==> src/rtl/conv1_pkg.sv <==
// conv1 feature-map geometry, lane sizing and pool reader FSM states.
// Shared by conv1_pool_reader and conv1_pool_lane.
package conv1_pkg;

  localparam int C1_IMG_W  = 42;
  localparam int C1_IMG_H  = 61;
  localparam int C1_ADDR_W = 12;

  localparam int C1_NCH    = 4;
  localparam int C1_BYTE_W = 8;
  localparam int C1_WORD_W = C1_NCH * C1_BYTE_W;

  localparam int C1_POOL_W = C1_IMG_W / 2;
  localparam int C1_POOL_H = C1_IMG_H / 2;

  typedef enum logic [2:0] {
    IDLE,
    RD0,
    RD1,
    RD2,
    RD3,
    ACC,
    OUT,
    FIN
  } pool_state_t;

endpackage

==> src/rtl/conv1_pool_lane.sv <==
// One channel's running max for 2x2 pooling.
// CONV1_POOL_SIGNED_EN selects a two's-complement compare.
module conv1_pool_lane
  import conv1_pkg::*;
(
  input  logic                 clk,
  input  logic                 rst_n,
  input  logic                 load,
  input  logic                 upd,
  input  logic [C1_BYTE_W-1:0] din,
  output logic [C1_BYTE_W-1:0] q
);

  logic gt;

`ifdef CONV1_POOL_SIGNED_EN
  assign gt = $signed(din) > $signed(q);
`else
  assign gt = din > q;
`endif

  always_ff @(posedge clk or negedge rst_n) begin
    if (!rst_n) begin
      q <= '0;
    end else if (load || (upd && gt)) begin
      q <= din;
    end
  end

endmodule

==> src/rtl/conv1_pool_reader.sv <==
// Reads the conv1 map back and streams 2x2 stride-2 max-pooled words.
// CONV1_POOL_SIGNED_EN builds signed per-channel compare into the lanes.
module conv1_pool_reader
  import conv1_pkg::*;
#(
  parameter int IMG_W  = C1_IMG_W,
  parameter int IMG_H  = C1_IMG_H,
  parameter int ADDR_W = C1_ADDR_W
) (
  input  logic                 clk,
  input  logic                 rst_n,
  input  logic                 start,
  output logic                 enb,
  output logic [ADDR_W-1:0]    addrb,
  input  logic [C1_WORD_W-1:0] doutb,
  output logic [C1_WORD_W-1:0] pool_data,
  output logic                 pool_valid,
  input  logic                 pool_ready,
  output logic                 busy,
  output logic                 done
);

  localparam int PH = IMG_H / 2;
  localparam int RW = $clog2(PH + 1);

  localparam logic [ADDR_W-1:0] W1    = ADDR_W'(IMG_W);
  localparam logic [ADDR_W-1:0] W2    = ADDR_W'(2 * IMG_W);
  localparam logic [ADDR_W-1:0] CLAST = ADDR_W'(IMG_W - 2);
  localparam logic [ADDR_W-1:0] ONE   = ADDR_W'(1);
  localparam logic [ADDR_W-1:0] TWO   = ADDR_W'(2);

  pool_state_t st;

  logic [ADDR_W-1:0] row_base;
  logic [ADDR_W-1:0] col_off;
  logic [ADDR_W-1:0] base;
  logic [ADDR_W-1:0] col_nx;
  logic [ADDR_W-1:0] nx_base;
  logic [RW-1:0]     row_idx;
  logic              col_wrap;
  logic              last_win;
  logic              lane_ld;
  logic              lane_up;

  assign base     = row_base + col_off;
  assign col_nx   = col_off + TWO;
  assign col_wrap = col_nx > CLAST;
  assign last_win = col_wrap && (row_idx == RW'(PH - 1));
  assign nx_base  = col_wrap ? (row_base + W2)
                             : (row_base + col_nx);

  // BRAM data lags the address by one cycle
  assign lane_ld = (st == RD1);
  assign lane_up = (st == RD2) || (st == RD3) || (st == ACC);

  always_ff @(posedge clk or negedge rst_n) begin
    if (!rst_n) begin
      st         <= IDLE;
      row_base   <= '0;
      col_off    <= '0;
      row_idx    <= '0;
      enb        <= 1'b0;
      addrb      <= '0;
      pool_valid <= 1'b0;
      busy       <= 1'b0;
      done       <= 1'b0;
    end else begin
      unique case (st)
        IDLE: begin
          done <= 1'b0;
          if (start) begin
            st       <= RD0;
            row_base <= '0;
            col_off  <= '0;
            row_idx  <= '0;
            enb      <= 1'b1;
            addrb    <= '0;
            busy     <= 1'b1;
          end
        end
        RD0: begin
          addrb <= base + ONE;
          st    <= RD1;
        end
        RD1: begin
          addrb <= base + W1;
          st    <= RD2;
        end
        RD2: begin
          addrb <= base + W1 + ONE;
          st    <= RD3;
        end
        RD3: begin
          enb <= 1'b0;
          st  <= ACC;
        end
        ACC: begin
          pool_valid <= 1'b1;
          st         <= OUT;
        end
        OUT: begin
          if (pool_ready) begin
            pool_valid <= 1'b0;
            if (col_wrap) begin
              col_off  <= '0;
              row_base <= row_base + W2;
              row_idx  <= row_idx + RW'(1);
            end else begin
              col_off <= col_nx;
            end
            if (last_win) begin
              busy <= 1'b0;
              done <= 1'b1;
              st   <= FIN;
            end else begin
              enb   <= 1'b1;
              addrb <= nx_base;
              st    <= RD0;
            end
          end
        end
        FIN: begin
          done <= 1'b0;
          st   <= IDLE;
        end
        default: st <= IDLE;
      endcase
    end
  end

  for (genvar i = 0; i < C1_NCH; i++) begin : g_lane
    conv1_pool_lane u_lane (
      .clk   (clk),
      .rst_n (rst_n),
      .load  (lane_ld),
      .upd   (lane_up),
      .din   (doutb[i*C1_BYTE_W +: C1_BYTE_W]),
      .q     (pool_data[i*C1_BYTE_W +: C1_BYTE_W])
    );
  end

endmodule

==> config.mk <==
export PLATFORM = sky130hd
export DESIGN_NAME = conv1_pool_reader
export DESIGN_NICKNAME = d
export VERILOG_FILES = /design/src/rtl/conv1_pkg.sv /design/src/rtl/conv1_pool_lane.sv /design/src/rtl/conv1_pool_reader.sv
export SDC_FILE = /design/constraint.sdc
export NUM_CORES = 1
export LEC_CHECK = 0
export CAP_MARGIN = 20
export CELL_PAD_IN_SITES_DETAIL_PLACEMENT = 1
export CELL_PAD_IN_SITES_GLOBAL_PLACEMENT = 1
export CORE_MARGIN = 8
export CORE_UTILIZATION = 40
export DETAILED_ROUTE_END_ITERATION = 16
export PLACE_DENSITY = 0.9
export SKIP_LAST_GASP = 1
export SYNTH_ARGS = -nofsm -noshare
export SYNTH_HDL_FRONTEND = slang
export SYNTH_HIERARCHICAL = 1
export SYNTH_SLANG_ARGS = --single-unit
==> constraint.sdc <==
create_clock -name clk -period 8.54 [get_ports clk]
set_input_delay 2.562 -clock clk [delete_from_list [all_inputs] [get_ports clk]]
set_output_delay 2.562 -clock clk [all_outputs]
set_load 0.05 [all_outputs]
After elaboration in Yosys (flattened, before gate mapping)
Cells that the tools add are included.

Bits in registers: 80. Logic and storage cells: 96. Output and inout port bits: 48. Input bits: 36.

Magnitude comparators: 5. Equal/unequal tests: 13. Mux-type cells: 31. Reductions and logical operators: 26. Add/subtract/negate cells: 8.

Operators with widths (number): two-way mux 12 bit (8); one-hot mux 12 bit (5 select lines) (1); one-hot mux 12 bit (2 select lines) (2); greater-than comparator 8 bit (4); adder 12 x 1 -> 12 bit (second input constant) (2); adder 12 bit (2); one-hot mux 3 bit (8 select lines) (1); AND reduction 4 bit (4); two-way mux 5 bit (3); adder 12 x 2 -> 12 bit (second input constant) (1); adder 12 x 6 -> 12 bit (second input constant) (1); adder 12 x 7 -> 12 bit (second input constant) (1); == test 3 bit (second input constant) (4); greater-than comparator 12 x 6 -> 1 bit (second input constant) (1); inequality test 2 bit (second input constant) (5); one-hot mux 5 bit (2 select lines) (1); two-way mux 3 bit (3); two-way mux 1 bit (8); == test 3 x 2 -> 1 bit (second input constant) (2); logical OR 1 bit (6); one-hot mux 1 bit (2 select lines) (3); AND reduction 3 bit (2); nonzero test 2 bit (3); adder 5 x 1 -> 5 bit (second input constant) (1); 9 further kinds (14).

Depth between registers and ports, before layout
Gate-level depths: netlist of run 1.

Depth in word-level cells: 6. Depth in mapped cells: 13.

By module
The synthesis of run 1 kept the hierarchy.

Modules (own cells, without submodules): conv1_pool_reader (area each 3484.6 µm², seq. area each 1126.1 µm², times used 1, cells an instance 404); conv1_pool_lane (area each 675.6 µm², seq. area each 200.2 µm², times used 4, cells an instance 80).

Worst setup path before layout of run 1
OpenSTA, ideal clock, no wires.

Kind: input -> register. Start: input pool_ready. End: register row_base[9]. Data arrival time: 4245 ps. Setup slack: 4163 ps. Cell stages on the path: 8. Path through: clkbuf_1 -> inv_1 -> a311o_1 -> nor3_1 -> a41oi_1 -> buf_4 -> o21ai_0 -> o41ai_1.

Word-level cells in the longest chain between the ends: 2.

RTL lines: start, declared (line conv1_pool_reader.sv:18) `input logic pool_ready,`; inequality test 2 bit (no source line); AND reduction 4 bit (no source line); end signal, assigned (line conv1_pool_reader.sv:106) `row_base <= row_base + W2;`; end, declared (line conv1_pool_reader.sv:34) `logic [ADDR_W-1:0] row_base;`.

Every way passes these cells. A chain may end at the register's enable or synchronous reset.

Worst setup path in the final report of run 1
Start: input pool_ready. End: register row_base[7].

Same word-level chain as after synthesis.

==> results of run 1 <==
==> power breakdown <==
part	switching (uW)	internal, uW
Sequential	98.0	463
Clock	167	257
Combinational	925	478
Total	1190	1200
==> cells in the final DEF (no fill, tap or decap), types with 11 or more instances in the layout <==
cell type,netlist,routed
clkdlybuf4s50_1,0,82
a222oi_1,32,32
xor2_1,15,15
dfrtp_1,77,77
o21ai_0,33,33
a21o_1,11,11
and2_1,11,11
nor2b_1,14,14
nand2_1,68,68
nor2_1,57,57
ha_1,56,56
nand3_1,16,16
nor3_1,39,38
o211ai_1,37,37
xnor2_1,27,27
a21oi_1,34,34
nand4_1,11,11
inv_1,47,47
==> cell type report <==
| class | instances | share of cell area (%) |
|---|---|---|
| multi-input combinational | 566 | 52.5 |
| sequential | 77 | 26.0 |
| timing repair buffer | 86 | 11.5 |
| tap | 188 | 3.18 |
| clock buffer | 9 | 3.04 |
| inverter | 48 | 2.43 |
| clock inverter | 7 | 1.32 |
==> kinds of logic after synthesis <==
group | count (synthesis)
buffers and inverters | 81
flip-flops | 77
multiplexers | 4
XOR/XNOR | 42
AND/OR/NAND/NOR | 239
adder cells (fa/ha/maj) | 56
AO/OA/AOI/OAI | 225
==> registers in the layout, summed over array words and instances (netlist names) <==
name / count
st: 3
done: 1
enb: 1
g_lane.u_lane/q: 32
pool_valid: 1
row_idx: 5
addrb: 12
busy: 1
row_base: 10
col_off: 11
==> worst paths after layout <==
path                          endpoint       start
hold / removal                    busy        busy
max in group asynchronous   col_off[6]       rst_n
setup reg to reg             addrb[11]  col_off[1]
hold reg to reg                   busy        busy
setup / recovery           row_base[7]  pool_ready
min in group asynchronous  row_base[9]       rst_n
==> routing by layer <==
layer | part of all wire, % | track usage (%)
met5 | 0 | 0
met4 | 2.2 | 7.94
met3 | 5.5 | 4.25
met2 | 49 | 32.9
met1 | 43 | 24.1
==> Yosys cell counts, types with 5 or more instances <==
master / number
a31oi_1: 7
a22oi_1: 9
clkbuf_1: 15
ha_1: 56
xnor2_1: 27
o21ai_0: 33
dfrtp_1: 77
a21o_1: 11
a222oi_1: 32
o31ai_1: 9
nor3_1: 39
a21oi_1: 34
o21ai_1: 5
a22o_1: 7
o21a_1: 5
inv_1: 47
nor2b_1: 14
and2_1: 11
nor2_1: 57
o211ai_1: 37
xor2_1: 15
nand2_1: 68
buf_6: 5
nand3_1: 16
nand4_1: 11
==> through the flow <==
stage | cells | total power, uW | util, % | worst slack, ns
2_1_floorplan | 724 | 1560 | - | 4.16
3_3_place_gp | 964 | 1910 | 46.7 | 3.24
3_5_place_dp | 964 | 1960 | 46.7 | 3.18
4_1_cts | 980 | 2400 | 48.8 | 3.56
5_1_grt | 981 | 2560 | 48.9 | 3.56
6_report | 981 | 2390 | 48.9 | 3.73
==> impl_metrics.env, run 1 <==
export IMPL_crit_type="input pin to flop"
export IMPL_ys_flop_type="dfrtp_1"
export IMPL_synthMuxAreaShare_pct=0.647
export IMPL_fillers=1776
export IMPL_cp_end_kind="flop"
export IMPL_crit_family="buffers and inverters"
export IMPL_rsz0062_at_grt="no"
export IMPL_via_per_inst=6.11
export IMPL_r2r_cells=9
export IMPL_finalCritPeriodShare_pct=56.3
export IMPL_status="complete, no violations"
export IMPL_avgSynthCellArea_sq_um=8.55
export IMPL_power_density_nw_per_um2=323
export IMPL_firstDrtPassIters=6
export IMPL_tightest_slew_ns=0.961
export IMPL_yosysSeqAreaShare_pct=31.1
export IMPL_synthXorXnorAreaFrac_pct=5.95
export IMPL_drt_antenna_violating_nets=0
export IMPL_skew_ns=0.00662
export IMPL_core_area_sq_um=15100
export IMPL_std_cell_rows=45
export IMPL_synth_area_leaders="dfrtp_1, ha_1, a222oi_1"
export IMPL_maxCapViolCount=0
export IMPL_cp_required_ns=8.75
export IMPL_die_w_um=140
export IMPL_fin_area_sq_um=7400
export IMPL_cts_buffer_depth=2
export IMPL_syn_area_sq_um=6190
export IMPL_dp_hpwl_um=14000
export IMPL_yosysTopAreaCell="dfrtp_1"
export IMPL_drt_wl_total_um=19300
export IMPL_path_cells="clkdlybuf4s50_1, inv_1, a311o_1, nor3_1, a41oi_1, buf_4, o21ai_0, o31ai_1"
export IMPL_clock_sinks=77
export IMPL_syn2layout_area_growth_pct=19.7
export IMPL_whs_path_depth=1
export IMPL_vias=5997
export IMPL_die_area_sq_um=19700
export IMPL_fin_tns_setup_ns=0
export IMPL_yosys_area_share_simple_pct=18.4
export IMPL_arrival_ns=5.02
export IMPL_yosys_warnings=6
export IMPL_synth_edf_count=0
export IMPL_finalSetupViolCount=0
export IMPL_route_detailed_drc=0
export IMPL_finalNetCount=880
export IMPL_min_period_ns=4.81
export IMPL_grt_overflow=0
export IMPL_antenna_found_initial=0
export IMPL_htreeDepth=3
export IMPL_post_cts_setup_buffers=0
export IMPL_cp_slowest_cell="clkdlybuf4s50_1"
export IMPL_start_kind="input pin"
export IMPL_worst_hold_path_type="flop to flop"
export IMPL_grt_pass1_wl_um=31900
export IMPL_synth_cells=724
export IMPL_num_io_pins=84
export IMPL_cts_root_buf="clkbuf_16"
export IMPL_crit_path_max_incr_delay_ns=0.69
export IMPL_holdWs_ns=0.497
export IMPL_vdd_drop_max_v=0.000208
export IMPL_start_util_pct=40.9
export IMPL_hold_viol=0
export IMPL_regArea_sq_um=1930
export IMPL_cts_tree="yes"
export IMPL_cts_resized=0
export IMPL_io_buffer_count=83
export IMPL_cts_made_buffers=9
export IMPL_postPlaceCellArea_sq_um=7070
export IMPL_place_gp_congestion=0.805
export IMPL_drive_above_1_share_pct=3.91
export IMPL_multi_input_area_sq_um=3890
export IMPL_diodes=0
export IMPL_drt_iter0_markers=382
export IMPL_reg2reg_slack_ns=4.77
export IMPL_cp_max_fo=14
export IMPL_leakage_uw=0.00323
export IMPL_path_clk_slew_ns=0.06
export IMPL_die_h_um=140
export IMPL_grt_max_degree=93
export IMPL_async_flop_share_pct=100
export IMPL_synthAdderAreaFrac_pct=11.3
export IMPL_fmax_mhz=208
export IMPL_grtUsageTotal_pct=19.7
export IMPL_ys_ff_latch=77
export IMPL_critPathBufInv=3
export IMPL_path_depth=8
export IMPL_grt_pass1_vias=6330
export IMPL_detail_route_wl_per_cell_um=19.7
export IMPL_synthDistinctLibCells=65
export IMPL_netlist_area_leader_share_pct=31.1
export IMPL_relSlewSlack_pct=35.5
export IMPL_clock_latency_ns=0.35
export IMPL_slew_viol_final=0
export IMPL_synth_top_family_by_area="compound AO/OA/AOI/OAI gates"
export IMPL_synth_fp_nets=816
export IMPL_cts_hold_buf=0
export IMPL_synth_compound_area_share_pct=26.4
Note: power is estimated with default switching activity, not from simulation.
==> run 2: changes to the inputs <==
==> constraint.sdc (replaced) <==
create_clock -name clk -period 4.5 [get_ports clk]
set_input_delay 1.35 -clock clk [delete_from_list [all_inputs] [get_ports clk]]
set_output_delay 1.35 -clock clk [all_outputs]
set_load 0.05 [all_outputs]
==> impl_metrics.env, run 2 (synthesis gave the netlist of run 1 again) <==
export IMPL_cts_made_buffers=9
export IMPL_detail_route_wl_per_cell_um=19.4
export IMPL_cts_hold_buf=0
export IMPL_grt_pass1_vias=6192
export IMPL_maxCapViolCount=0
export IMPL_syn2layout_area_growth_pct=19.7
export IMPL_drive_above_1_share_pct=4.15
export IMPL_grt_max_degree=93
export IMPL_stdcell_count=984
export IMPL_core_area_sq_um=15100
export IMPL_post_cts_setup_buffers=0
export IMPL_swShare_pct=50.1
export IMPL_cp_required_ns=4.74
export IMPL_intPower_uw=2240
export IMPL_clock_sinks=77
export IMPL_top_regs="g_lane.u_lane/q (32), addrb (12), col_off (11)"
export IMPL_status="complete, no violations"
export IMPL_power_density_nw_per_um2=606
export IMPL_via_per_inst=6.11
export IMPL_final_cell_mix="clkdlybuf4s50_1, dfrtp_1, nand2_1"
export IMPL_slew_viol_final=0
export IMPL_firstDrtPassIters=6
export IMPL_wl_met1_um=8250
export IMPL_mostFrequentLayoutCell="clkdlybuf4s50_1"
export IMPL_place_inst=966
export IMPL_skew_ns=0.0121
export IMPL_relSlewSlack_pct=37.6
export IMPL_clock_latency_ns=0.35
export IMPL_min_period_ns=3.64
export IMPL_arrival_ns=3.88
export IMPL_wl_met3_um=1080
export IMPL_tightest_slew_ns=0.936
export IMPL_start_kind="flop"
export IMPL_io_buffer_count=83
export IMPL_clockPowerShare_pct=17.0
export IMPL_p_seq_share_pct=23.6
export IMPL_finalCritPeriodShare_pct=80.8
export IMPL_drt_antenna_violating_nets=0
export IMPL_worst_hold_path_type="flop to flop"
export IMPL_start_util_pct=40.9
export IMPL_antenna_found_initial=0
export IMPL_fmax_mhz=275
export IMPL_num_io_pins=84
export IMPL_crit_path_max_incr_delay_ns=0.59
export IMPL_cts_tree="yes"
export IMPL_std_cell_rows=45
export IMPL_cts_buffer_depth=2
export IMPL_grt_overflow=0
export IMPL_rsz0062_at_grt="no"
export IMPL_drt_wl_total_um=19100
export IMPL_combPwrFrac_pct=59.5
export IMPL_cp_end_kind="flop"
export IMPL_crit_type="flop to flop"
export IMPL_path_clk_slew_ns=0.07
export IMPL_holdWs_ns=0.509
export IMPL_fin_tns_setup_ns=0
export IMPL_htreeDepth=3
export IMPL_largest_reg_flops=32
export IMPL_dp_hpwl_um=14100
export IMPL_dr_max_layer_used="met4"
export IMPL_top_register="g_lane.u_lane/q"
export IMPL_die_w_um=140
export IMPL_die_h_um=140
export IMPL_p_switching_uw=2250
export IMPL_leakage_uw=0.00324
export IMPL_vias=6008
export IMPL_route_detailed_drc=0
export IMPL_diodes=0
export IMPL_cts_resized=0
export IMPL_cp_max_fo=22
export IMPL_finalSetupViolCount=0
export IMPL_vdd_drop_max_v=0.000409
export IMPL_multi_input_area_sq_um=3890
export IMPL_regArea_sq_um=1930
export IMPL_fillers=1780
export IMPL_wl_met2_um=9270
export IMPL_drt_iter0_markers=364
export IMPL_place_gp_congestion=0.835
export IMPL_grtUsageTotal_pct=19.5
export IMPL_hold_viol=0
export IMPL_grt_pass1_wl_um=31500
export IMPL_cp_slowest_cell="dfrtp_1"
export IMPL_cts_root_buf="clkbuf_16"
export IMPL_finalNetCount=883
export IMPL_die_area_sq_um=19700
export IMPL_path_cells="ha_1, nand2b_1, o2111a_1, o211a_1, or4_4, or2_4, o31a_1, a22o_1, a211o_1"
-- run 2: cell types whose count changed in the layout (fill, tap and decap cells not counted) --
cell	change
clkbuf_8	+1
clkbuf_2	+1
clkbuf_1	+1
buf_4	+2
bufinv_16	-1
clkinv_4	-1
-- run 2: power groups by stage --
stage	clock network, uW	registers, uW	logic [uW]
floorplan	0	1510	1460
global placement	0	1060	2570
detailed placement	0	1070	2650
CTS	779	1060	2670
global route	799	1090	2930
finish	760	1060	2670
-- run 2: final cells by class --
cell class / instances / area share, %
clock buffer: 11 / 3.28
clock inverter: 5 / 0.794
inverter: 48 / 2.43
multi-input combinational: 566 / 52.5
sequential: 77 / 26.0
tap: 188 / 3.18
timing repair buffer: 89 / 11.8
-- run 2: routing by layer --
layer  up-vias  GRT usage [%]
li1       2855              -
met2       151           32.6
met5         -              0
met1      2970           23.6
met4         0           8.57
met3        32           4.42
-- run 2: path summary, 6_finish.rpt --
path / from / endpoint / slack [ns] / cells past startpoint
worst max-delay path: col_off[1] / addrb[11] / 0.86 / 9
worst min-delay path: addrb[0] / addrb[0] / 0.51 / 1
worst max register to register: col_off[1] / addrb[11] / 0.86 / 9
worst min register to register: addrb[0] / addrb[0] / 0.51 / 1
max in group asynchronous: rst_n / row_base[10] / 2.69 / 2
min in group asynchronous: rst_n / row_base[8] / 1.14 / 1
-- run 2: critical path: cells and delay by family (launching register included) --
family / cells / cell delay (ns)
and+or+nand+nor: 3 / 1.06
AOI/OAI and AO/OA: 5 / 1.55
DFF: 1 / 0.59
adders and majority gates: 1 / 0.33
-- run 2: per-stage QoR --
| step | util [%] | cell area, sq um | power (uW) | worst slack, ns |
|---|---|---|---|---|
| after floorplan | - | 6190 | 2970 | 1.34 |
| after global placement | 46.8 | 7090 | 3630 | 0.745 |
| after detailed placement | 46.8 | 7090 | 3720 | 0.698 |
| after CTS | 48.8 | 7390 | 4500 | 0.612 |
| after global routing | 48.9 | 7400 | 4820 | 0.675 |
| final | 48.9 | 7400 | 4490 | 0.863 |
==> run 3: changes to the inputs <==
==> constraint.sdc (replaced) <==
create_clock -name clk -period 3.5 [get_ports clk]
set_input_delay 1.05 -clock clk [delete_from_list [all_inputs] [get_ports clk]]
set_output_delay 1.05 -clock clk [all_outputs]
set_load 0.05 [all_outputs]
==> impl_metrics.env, run 3 (synthesis gave the netlist of run 1 again) <==
export IMPL_maxCapViolCount=0
export IMPL_antenna_found_initial=0
export IMPL_diodes=0
export IMPL_clock_sinks=77
export IMPL_place_gp_congestion=0.918
export IMPL_finalCritPeriodShare_pct=93.4
export IMPL_final_core_util_pct=50.1
export IMPL_fin_area_sq_um=7580
export IMPL_stdcell_count=1000
export IMPL_r2r_start="col_off[4]"
export IMPL_hold_viol=0
export IMPL_place_inst=983
export IMPL_finalSetupViolCount=0
export IMPL_cts_hold_buf=0
export IMPL_fmax_mhz=306
export IMPL_p_seq_share_pct=22.2
export IMPL_vdd_drop_max_v=0.000506
export IMPL_firstDrtPassIters=7
export IMPL_cts_made_buffers=9
export IMPL_dr_max_layer_used="met4"
export IMPL_cts_tree="yes"
export IMPL_final_cell_mix="clkdlybuf4s50_1, dfrtp_1, nand2_1"
export IMPL_rsz0062_at_grt="no"
export IMPL_die_h_um=140
export IMPL_drt_iter0_markers=394
export IMPL_reg2reg_slack_ns=0.23
export IMPL_start_kind="flop"
export IMPL_cts_resized=0
export IMPL_route_detailed_drc=0
export IMPL_cts_root_buf="clkbuf_16"
export IMPL_tightest_slew_ns=0.672
export IMPL_cp_max_fo=21
export IMPL_min_period_ns=3.27
export IMPL_swShare_pct=49.7
export IMPL_wl_met3_um=1170
export IMPL_finalNetCount=899
export IMPL_cp_end_kind="flop"
export IMPL_grt_overflow=0
export IMPL_mostFrequentLayoutCell="clkdlybuf4s50_1"
export IMPL_via_per_inst=6.11
export IMPL_die_area_sq_um=19700
export IMPL_power_density_nw_per_um2=788
export IMPL_cp_required_ns=3.77
export IMPL_p_switching_uw=2970
export IMPL_status="complete, no violations"
export IMPL_syn2layout_area_growth_pct=22.5
export IMPL_clock_latency_ns=0.36
export IMPL_num_io_pins=84
export IMPL_die_w_um=140
export IMPL_worst_hold_path_type="flop to flop"
export IMPL_drt_wl_total_um=20100
export IMPL_grt_max_degree=93
export IMPL_postPlaceCellArea_sq_um=7230
export IMPL_dp_hpwl_um=14700
export IMPL_cts_buffer_depth=2
export IMPL_post_cts_setup_buffers=0
export IMPL_fin_tns_setup_ns=0
export IMPL_intPower_uw=3010
export IMPL_detail_route_wl_per_cell_um=20.1
export IMPL_worstHoldStart="busy"
export IMPL_grt_pass1_vias=6357
export IMPL_leakage_uw=0.00335
export IMPL_arrival_ns=3.54
export IMPL_htreeDepth=3
export IMPL_drive_above_1_share_pct=6.03
export IMPL_path_clk_slew_ns=0.07
export IMPL_largest_reg_flops=32
export IMPL_std_cell_rows=45
export IMPL_top_regs="g_lane.u_lane/q (32), addrb (12), col_off (11)"
export IMPL_clockPowerShare_pct=17.8
export IMPL_crit_type="flop to flop"
export IMPL_holdWs_ns=0.478
export IMPL_skew_ns=0.0120
export IMPL_wl_met1_um=8570
export IMPL_wl_met2_um=9810
export IMPL_relSlewSlack_pct=54.9
export IMPL_combPwrFrac_pct=60.1
export IMPL_drt_antenna_violating_nets=0
export IMPL_core_area_sq_um=15100
export IMPL_vias=6108
export IMPL_cp_startpoint="col_off[4]"
export IMPL_top_register="g_lane.u_lane/q"
export IMPL_grt_pass1_wl_um=32900
export IMPL_io_buffer_count=83
export IMPL_slew_viol_final=0
export IMPL_grtUsageTotal_pct=20.5
export IMPL_start_util_pct=40.9
==> run 3: cell count changes in the layout (fill, tap and decap cells not counted), sizes merged <==
cell / change
buf: +17
clkbuf: -2
bufinv: +1
clkinvlp: -2
clkinv: +2
==> run 3: worst paths after layout <==
path,to,cells past startpoint
min reg2reg,busy,1
min,busy,1
max reg2reg,row_idx[4],9
max,row_idx[4],9
max in group asynchronous,g_lane[0].u_lane/q[7],2
min in group asynchronous,row_idx[1],1
==> run 3: critical path: stages (launching register included) <==
cell	delay, ns
dfrtp_1	0.53
and4_1	0.31
and4_1	0.28
nor3_1	0.07
a31oi_1	0.36
or2_4	0.21
buf_4	0.26
nand4_1	0.43
or4_1	0.56
a21oi_1	0.18
==> run 3: final cells by class <==
class,instances,area [sq um]
inverters,48,180
flip-flops and latches,77,1930
clock inverters,6,95.1
well taps,188,235
multi-input cells,566,3890
repair buffers,105,1030
fillers,1769,7560
clock buffers,10,229
==> run 3: layer usage <==
layer	vias to the layer above	track usage (%)
met5	-	0
met2	176	34.6
li1	2881	-
met1	3015	24.6
met4	0	9.14
met3	36	4.28
==> run 3: through the flow <==
stage / setup slack, ns / power, uW
after floorplan: 0.521 / 3820
after global placement: 0.349 / 4760
after detailed placement: 0.271 / 4900
after CTS: 0.254 / 5990
after global routing: 0.00911 / 6380
final: 0.230 / 5980
==> run 3: power by group through the flow <==
stage | combinational [uW] | sequential, uW | clock, uW
finish | 3590 | 1320 | 1060
global route | 3920 | 1360 | 1100
CTS | 3600 | 1320 | 1070
detailed placement | 3570 | 1330 | 0
global placement | 3440 | 1330 | 0
floorplan | 1880 | 1940 | 0
